--- config.mk ---
export PLATFORM = sky130hd
export DESIGN_NAME = uart_cmd_responder
export DESIGN_NICKNAME = d
export VERILOG_FILES = /design/src/rtl/uart_cmd_responder.sv
export SDC_FILE = /design/constraint.sdc
export NUM_CORES = 1
export LEC_CHECK = 0
export BUFFER_PORTS_ARGS = -buffer_cell sky130_fd_sc_hd__buf_4
export CORE_ASPECT_RATIO = 0.5
export CORE_UTILIZATION = 60
export DETAILED_ROUTE_END_ITERATION = 10
export PLACE_DENSITY = 0.85
export SLEW_MARGIN = 40
export SYNTH_ARGS = -nofsm -noshare
export SYNTH_HDL_FRONTEND = slang
export SYNTH_SLANG_ARGS = --single-unit
--- constraint.sdc ---
create_clock -name clk -period 5.3 [get_ports clk]
set_input_delay 0.53 -clock clk [delete_from_list [all_inputs] [get_ports clk]]
set_output_delay 0.53 -clock clk [all_outputs]
set_load 0.05 [all_outputs]
--- src/rtl/uart_cmd_responder.sv ---
// uart_cmd_responder: device-side command endpoint for the UART byte link.
// Decodes host read/write frames arriving on the rx byte stream against an
// internal register bank and returns one response byte per frame on the tx
// stream.
//   Write frame: 0x57, addr, data -> 'K' (0x4B), or 'E' (0x45) if addr out of range
//   Read frame : 0x52, addr       -> reg[addr], or 'E' if addr out of range
//   Other opcode                  -> '?' (0x3F) immediately
// Optional feature (macro UART_CMD_CHKSUM_EN): read/write frames carry a
// trailing XOR checksum byte; a mismatch answers 'C' (0x43) and writes nothing.
// Ports:
//   clk, rstn          clock, asynchronous active-low reset
//   rx_data/valid/ready  received byte stream (responder is sink)
//   tx_data/valid/ready  response byte stream (responder is source)
//   regs_out           flat register bank, reg i at [i*DATA_WIDTH +: DATA_WIDTH]
//   frame_err          one-cycle pulse when a partial frame times out
module uart_cmd_responder #(
  parameter int unsigned DATA_WIDTH     = 8,
  parameter int unsigned REG_COUNT      = 8,
  parameter int unsigned TIMEOUT_CYCLES = 50000
) (
  input  logic                            clk,
  input  logic                            rstn,
  input  logic [DATA_WIDTH-1:0]           rx_data,
  input  logic                            rx_valid,
  output logic                            rx_ready,
  output logic [DATA_WIDTH-1:0]           tx_data,
  output logic                            tx_valid,
  input  logic                            tx_ready,
  output logic [REG_COUNT*DATA_WIDTH-1:0] regs_out,
  output logic                            frame_err
);

  localparam int unsigned CW = $clog2(TIMEOUT_CYCLES + 1);
  localparam int unsigned AW = (REG_COUNT > 1) ? $clog2(REG_COUNT) : 1;
  localparam int unsigned XW = DATA_WIDTH + 10;

  localparam logic [DATA_WIDTH-1:0] OP_WR  = DATA_WIDTH'(8'h57);
  localparam logic [DATA_WIDTH-1:0] OP_RD  = DATA_WIDTH'(8'h52);
  localparam logic [DATA_WIDTH-1:0] RSP_OK = DATA_WIDTH'(8'h4B);
  localparam logic [DATA_WIDTH-1:0] RSP_RE = DATA_WIDTH'(8'h45);
  localparam logic [DATA_WIDTH-1:0] RSP_UN = DATA_WIDTH'(8'h3F);
`ifdef UART_CMD_CHKSUM_EN
  localparam logic [DATA_WIDTH-1:0] RSP_CS = DATA_WIDTH'(8'h43);
`endif

  typedef enum logic [2:0] {
    S_IDLE,
    S_ADDR,
    S_DATA,
`ifdef UART_CMD_CHKSUM_EN
    S_CSUM,
`endif
    S_RESP
  } state_t;

  state_t                r_state;
  logic                  r_is_write;
  logic [DATA_WIDTH-1:0] r_addr;
  logic [CW-1:0]         r_tcnt;
  logic [DATA_WIDTH-1:0] r_regs [REG_COUNT];
  logic                  r_rx_ready;
  logic                  r_tx_valid;
  logic [DATA_WIDTH-1:0] r_tx_data;
  logic                  r_frame_err;
`ifdef UART_CMD_CHKSUM_EN
  logic [DATA_WIDTH-1:0] r_wdata;
  logic [DATA_WIDTH-1:0] r_csum;
`endif

  logic w_rx_fire;
  logic w_tx_fire;

  assign w_rx_fire = r_rx_ready & rx_valid;
  assign w_tx_fire = r_tx_valid & tx_ready;

  assign rx_ready  = r_rx_ready;
  assign tx_valid  = r_tx_valid;
  assign tx_data   = r_tx_data;
  assign frame_err = r_frame_err;

  for (genvar gi = 0; gi < REG_COUNT; gi++) begin : g_flat
    assign regs_out[gi*DATA_WIDTH +: DATA_WIDTH] = r_regs[gi];
  end

  function automatic logic in_range(input logic [DATA_WIDTH-1:0] a);
    return XW'(a) < XW'(REG_COUNT);
  endfunction

  // Frame decoder, register bank, timeout and response registers.
  always_ff @(posedge clk or negedge rstn) begin
    if (!rstn) begin
      r_state     <= S_IDLE;
      r_is_write  <= 1'b0;
      r_addr      <= '0;
      r_tcnt      <= '0;
      r_rx_ready  <= 1'b0;
      r_tx_valid  <= 1'b0;
      r_tx_data   <= '0;
      r_frame_err <= 1'b0;
      for (int i = 0; i < REG_COUNT; i++) r_regs[i] <= '0;
`ifdef UART_CMD_CHKSUM_EN
      r_wdata     <= '0;
      r_csum      <= '0;
`endif
    end else begin
      r_frame_err <= 1'b0;

      // Inter-byte timeout while a frame is partially received.
      if (r_state != S_IDLE && r_state != S_RESP) begin
        if (w_rx_fire) begin
          r_tcnt <= '0;
        end else if (r_tcnt == CW'(TIMEOUT_CYCLES - 1)) begin
          r_tcnt      <= '0;
          r_state     <= S_IDLE;
          r_frame_err <= 1'b1;
        end else begin
          r_tcnt <= r_tcnt + CW'(1);
        end
      end

      case (r_state)
        S_IDLE: begin
          r_rx_ready <= 1'b1;
          r_tcnt     <= '0;
          if (w_rx_fire) begin
`ifdef UART_CMD_CHKSUM_EN
            r_csum <= rx_data;
`endif
            if (rx_data == OP_WR || rx_data == OP_RD) begin
              r_is_write <= (rx_data == OP_WR);
              r_state    <= S_ADDR;
            end else begin
              r_tx_data  <= RSP_UN;
              r_tx_valid <= 1'b1;
              r_rx_ready <= 1'b0;
              r_state    <= S_RESP;
            end
          end
        end

        S_ADDR: begin
          if (w_rx_fire) begin
            r_addr <= rx_data;
`ifdef UART_CMD_CHKSUM_EN
            r_csum  <= r_csum ^ rx_data;
            r_state <= r_is_write ? S_DATA : S_CSUM;
`else
            if (r_is_write) begin
              r_state <= S_DATA;
            end else begin
              r_tx_data  <= in_range(rx_data) ? r_regs[AW'(rx_data)] : RSP_RE;
              r_tx_valid <= 1'b1;
              r_rx_ready <= 1'b0;
              r_state    <= S_RESP;
            end
`endif
          end
        end

        S_DATA: begin
          if (w_rx_fire) begin
`ifdef UART_CMD_CHKSUM_EN
            r_wdata <= rx_data;
            r_csum  <= r_csum ^ rx_data;
            r_state <= S_CSUM;
`else
            if (in_range(r_addr)) r_regs[AW'(r_addr)] <= rx_data;
            r_tx_data  <= in_range(r_addr) ? RSP_OK : RSP_RE;
            r_tx_valid <= 1'b1;
            r_rx_ready <= 1'b0;
            r_state    <= S_RESP;
`endif
          end
        end

`ifdef UART_CMD_CHKSUM_EN
        // Checksum gates everything; range is only judged on a clean frame.
        S_CSUM: begin
          if (w_rx_fire) begin
            if (rx_data != r_csum) begin
              r_tx_data <= RSP_CS;
            end else if (!in_range(r_addr)) begin
              r_tx_data <= RSP_RE;
            end else if (r_is_write) begin
              r_regs[AW'(r_addr)] <= r_wdata;
              r_tx_data           <= RSP_OK;
            end else begin
              r_tx_data <= r_regs[AW'(r_addr)];
            end
            r_tx_valid <= 1'b1;
            r_rx_ready <= 1'b0;
            r_state    <= S_RESP;
          end
        end
`endif

        S_RESP: begin
          if (w_tx_fire) begin
            r_tx_valid <= 1'b0;
            r_rx_ready <= 1'b1;
            r_state    <= S_IDLE;
          end
        end

        default: begin
          r_state <= S_IDLE;
        end
      endcase
    end
  end

endmodule

==> metrics.csv, run 1 <==
metric,value,unit
post-route-drc-count,0,
ys_types,53,
antenna_cells,0,
yosysWarningCount,0,
grt_pass1_wl,19000,um
cp_max_fo,8,
die_area,0.00865,mm2
tightestPinTransition,0.723,ns
place_inst,567,
clock_skew,0.00758,ns
fin_tns_setup,0,ns
drtAntennaViolNets,0,
synth_area_leaders,"dfrtp_1, mux2_2, mux4_2, mux2_4, nand2_1",
grt_overflow,0,
setup_ws,2.87,ns
yosys.area.top_type,dfrtp_1,
routed_wl,12000,um
fillers,499,
grt_usage,30.7,%
detail_route.wl_per_cell,20.5,um
firstDrtPassIters,4,
syn-mean-instance-area,12.5,um2
grt_max_degree,55,
start_kind,flip-flop,
place_area,0.00562,mm2
synth_cells,397,
ctsHoldBuffers,0,
fin_util,77.0,%
hpwl,8070,um
required,5.53,ns
initial_core_util,64.7,%
vdd_drop_max,0.231,mV
fin_crit,2.43,ns
clock_sinks,103,
rows,22,
synthTopCellsByCount,"dfrtp_1, mux2_2, nand2_1",
nets,483,
max-slew-margin-rel,51.7,%
reg2regPathDepth,4,
port_buffers,86,
design_area,0.00589,mm2
max_freq,0.411,GHz
max_cap_viol_count,0,
synth_edf_count,0,
crit_start,r_addr[6]$_DFFE_PN0P_,
cts-buffers-inserted,9,
r2r_start,r_addr[6]$_DFFE_PN0P_,
power.leakage,2.84,nW
dp_slack,2.95,ns
cts_htree_levels,3,
synth-seq-cells,103,
cts_resized,0,
seq_area,0.00258,mm2
layout.cells.non_filler,582,
via_per_inst,6.26,
period_share,45.9,%
first_global_vias,3520,
yosys.area.top_type_share,52.0,%
root_buffer,clkbuf_16,
power,2.34,mW
path_clk_slew,0.07,ns
core,0.00765,mm2
finalHoldViolCount,0,
status,"finished, final reports clean",
synth_area,0.00495,mm2
io_pins,87,
clockBufferDepth,2,
synthArstFlopShare,100,%
crit_path_end_kind,flip-flop,
synth_most_common_cell,dfrtp_1,
area_growth,18.9,%
postCtsSetupBuffers,0,
ys_seq_area_share,52.0,%
clk_latency,0.35,ns
crit_path_end,regs_out[17]$_DFFE_PN0P_,
gp_congestion,0.846,
r2r_slack,2.87,ns
hp-class,input pin to asynchronous set/reset pin,
cts_tree,built,
drtIter0Drc,254,
ys.flop_type,dfrtp_1,
crit-reg2reg-capture,regs_out[17]$_DFFE_PN0P_,
finalSetupViolCount,0,
die-height,66.3,um
die_w,131,um
drv_slew,0,
layout-drive-gt1-share,41.4,%
detailroute.via_count,3641,
holdWs,0.185,ns
synthesis.nets,410,
multi_input_area,0.00223,mm2
grt_antenna_before_repair,0,
arrival,2.66,ns
critPathKind,flip-flop to flip-flop,
rsz0062_at_grt,false,
power_density,397,mW/mm2
state kept, by name, summed over array words and instances (netlist names):
signal / cells
regs_out: 64
tx_data: 8
r_is_write: 1
r_addr: 8
r_state: 3
r_tcnt: 16
rx_ready: 1
tx_valid: 1
frame_err: 1
routing by layer:
metal  GRT usage (%)  wire length [um]  up-vias  share of wire (%)
li1                -                 -     1605                  -
met1            40.4              5090     1882                 43
met2            49.3              5860      137                 49
met3            9.06               838       17                7.0
met4            9.48               162        0                1.4
met5               0                 0        -                  0
power by group:
group          total [mW]  internal, mW  switching (mW)
combinational       0.701         0.251           0.450
sequential           1.02         0.903           0.121
clock               0.613         0.321           0.292
worst min path at each step:
stage                                   endpoint  slack (ns)  cells after the start
final                     r_tcnt[15]$_DFFE_PN0P_        0.18                      1
after detailed placement  tx_data[7]$_DFFE_PN0P_        0.50                      2
after floorplan              frame_err$_DFF_PN0_        0.23                      0
after global placement    tx_data[7]$_DFFE_PN0P_        0.48                      2
after CTS                 r_tcnt[11]$_DFFE_PN0P_        0.21                      1
after global routing      r_tcnt[11]$_DFFE_PN0P_        0.24                      1
critical path, cell delays in order (launching register included):
cell     delay (ns)
dfrtp_1        0.39
or4_4          0.58
nor4_4         0.41
and3_1         0.54
mux2_2         0.40
final cells by class:
type	instances	share of cell area (%)
well taps	108	2.29
clock inverters	5	0.701
inverters	6	0.382
flip-flops and latches	103	43.7
clock buffers	10	3.89
repair buffers	87	11.1
multi-input cells	263	37.9
cell usage in the layout, fill, tap and decap left out, types with 11 or more instances in the layout:
cell	n
nand2_1	29
nand3_1	11
mux2_2	61
a21oi_1	11
nor2_1	21
dfrtp_1	103
o21ai_0	15
mux4_2	16
buf_4	87
cell families after synthesis:
group | share of synthesized area, %
AO/OA/AOI/OAI | 7.07
AND/OR/NAND/NOR | 13.0
XOR/XNOR | 0.354
buffers and inverters | 2.90
multiplexers | 24.4
adder cells (fa/ha/maj) | 0.252
flip-flops | 52.0
other | 0.0757
Power figures use the tool's default switching activity.
==> inputs of run 2 (changes only) <==
CORE_UTILIZATION = 56   (was 60)
PLACE_DENSITY = 0.8   (was 0.85)
clock period = 2.3 ns   (was 5.3 ns; I/O delays follow)
==> run 2 against run 1 <==
- largest power group unchanged
- setup slack lost 2.7 ns
- critical endpoint is now regs_out[48]$_DFFE_PN0P_
- highest routed layer unchanged
- register-to-register slack worse by 2.7 ns
- critical path depth is 2 higher
- clock skew up 0.0023 ns
- cell area is 3.9% higher
- global-route usage is 2.4 points lower
- combinational power increased by 140%
- routed wire length increased by 2.1%
==> metrics.csv, run 2 (synthesized netlist as in run 1, its figures left out) <==
metric,value,unit
status,"finished, final reports clean",
grt_usage,28.3,%
rows,23,
clock_skew,0.00988,ns
crit_path_end_kind,flip-flop,
arrival,2.43,ns
max-slew-margin-rel,55.9,%
clk_latency,0.36,ns
final_common_cell,buf_4,
grt_overflow,0,
power,5.62,mW
fin_tns_setup,0,ns
detail_route.wl_per_cell,20.1,um
finalSetupViolCount,0,
gp_congestion,0.855,
port_buffers,86,
clock_sinks,103,
grt_antenna_before_repair,0,
required,2.54,ns
first_global_vias,3554,
cts_htree_levels,3,
path_common_cell,buf_4,
cp_max_fo,7,
layout_common_cells,"buf_4, dfrtp_1, mux2_2",
die_w,135,um
die-height,68.5,um
layout-drive-gt1-share,44.2,%
die_area,0.00925,mm2
routed_wl,12200,um
firstDrtPassIters,4,
fin_util,73.9,%
max_cap_viol_count,0,
crit_family,simple AND/OR/NAND/NOR gates,
drtAntennaViolNets,0,
clockBufferDepth,2,
hp-class,input pin to flip-flop,
drtIter0Drc,239,
crit_chain,or4_4 > nor4_4 > buf_4 > and3_1 > buf_4 > mux2_2,
antenna_cells,0,
finalHoldViolCount,0,
power_density,918,mW/mm2
place_inst,590,
nets,503,
cts_tree,built,
initial_core_util,59.8,%
max_freq,0.458,GHz
vdd_drop_max,0.445,mV
core,0.00829,mm2
critPathKind,flip-flop to flip-flop,
rsz0062_at_grt,false,
detailroute.via_count,3657,
grt_max_degree,51,
drv_slew,0,
critPathSlowestCell,or4_4,
grt_pass1_wl,19100,um
cts-buffers-inserted,9,
path_clk_slew,0.08,ns
period_share,94.9,%
postCtsSetupBuffers,0,
power.leakage,2.97,nW
start_kind,flip-flop,
fin_crit,2.18,ns
critPathMaxStageDelay,0.58,ns
worst-path-buf-inv,2,
area_growth,23.6,%
tightestPinTransition,0.661,ns
root_buffer,clkbuf_16,
via_per_inst,6.02,
post-route-drc-count,0,
hpwl,8320,um
largest_reg_flops,64,
layout.cells.non_filler,607,
io_pins,87,
[run 2: final timing paths]
check	start	depth (start not counted)	end	slack, ns
worst min-delay path	rx_data[3]	2	regs_out[3]$_DFFE_PN0P_	0.21
min in group asynchronous	rstn	2	r_tcnt[12]$_DFFE_PN0P_	0.45
worst max register to register	r_addr[6]$_DFFE_PN0P_	6	regs_out[48]$_DFFE_PN0P_	0.12
worst min register to register	r_addr[4]$_DFFE_PN0P_	1	r_addr[4]$_DFFE_PN0P_	0.51
worst max-delay path	r_addr[6]$_DFFE_PN0P_	6	regs_out[48]$_DFFE_PN0P_	0.12
max in group asynchronous	rstn	3	regs_out[2]$_DFFE_PN0P_	1.14
[run 2: layout make-up]
| class | instances | area (um2) |
|---|---|---|
| clock buffer | 9 | 225 |
| timing repair buffer | 107 | 831 |
| fill | 561 | 2160 |
| clock inverter | 7 | 87.6 |
| inverter | 6 | 22.5 |
| tap | 112 | 140 |
| multi-input combinational | 263 | 2240 |
| sequential | 103 | 2580 |
[run 2: repair_timing]
| action | 4_1_cts | 5_1_grt |
|---|---|---|
| setup endpoints to repair | 0 | 6 |
| gates resized for setup | 0 | 2 |
| hold endpoints to repair | 48 | 0 |
| hold buffers | 1 | 0 |
[run 2: worst reg2reg max path: stages (launching register included)]
cell and delay [ns]:
dfrtp_1 0.38, or4_4 0.58, nor4_4 0.18, buf_4 0.21, and3_1 0.19, buf_4 0.19, mux2_2 0.35
[run 2: routing by layer]
metal / track usage, % / vias up / routed length, um
li1: - / 1650 / -
met1: 38.0 / 1863 / 5430
met2: 46.8 / 130 / 5900
met3: 6.73 / 14 / 717
met4: 8.29 / 0 / 159
met5: 0 / - / 0
[run 2: stage by stage]
step | worst slack [ns] | area (um2) | hold slack, ns
global placement | 0.136 | 5790 | 0.294
detailed placement | 0.0583 | 5790 | 0.303
CTS | 0.0325 | 6120 | 0.202
global route | 0.0246 | 6120 | 0.213
floorplan | 0.281 | 4950 | -0.0656
finish | 0.117 | 6120 | 0.212
[run 2: report_power, final]
| part | switching, mW | total [mW] | internal [mW] |
|---|---|---|---|
| sequential | 0.260 | 2.34 | 2.08 |
| clock | 0.751 | 1.62 | 0.871 |
| combinational | 1.06 | 1.66 | 0.598 |
| total | 2.07 | 5.62 | 3.55 |
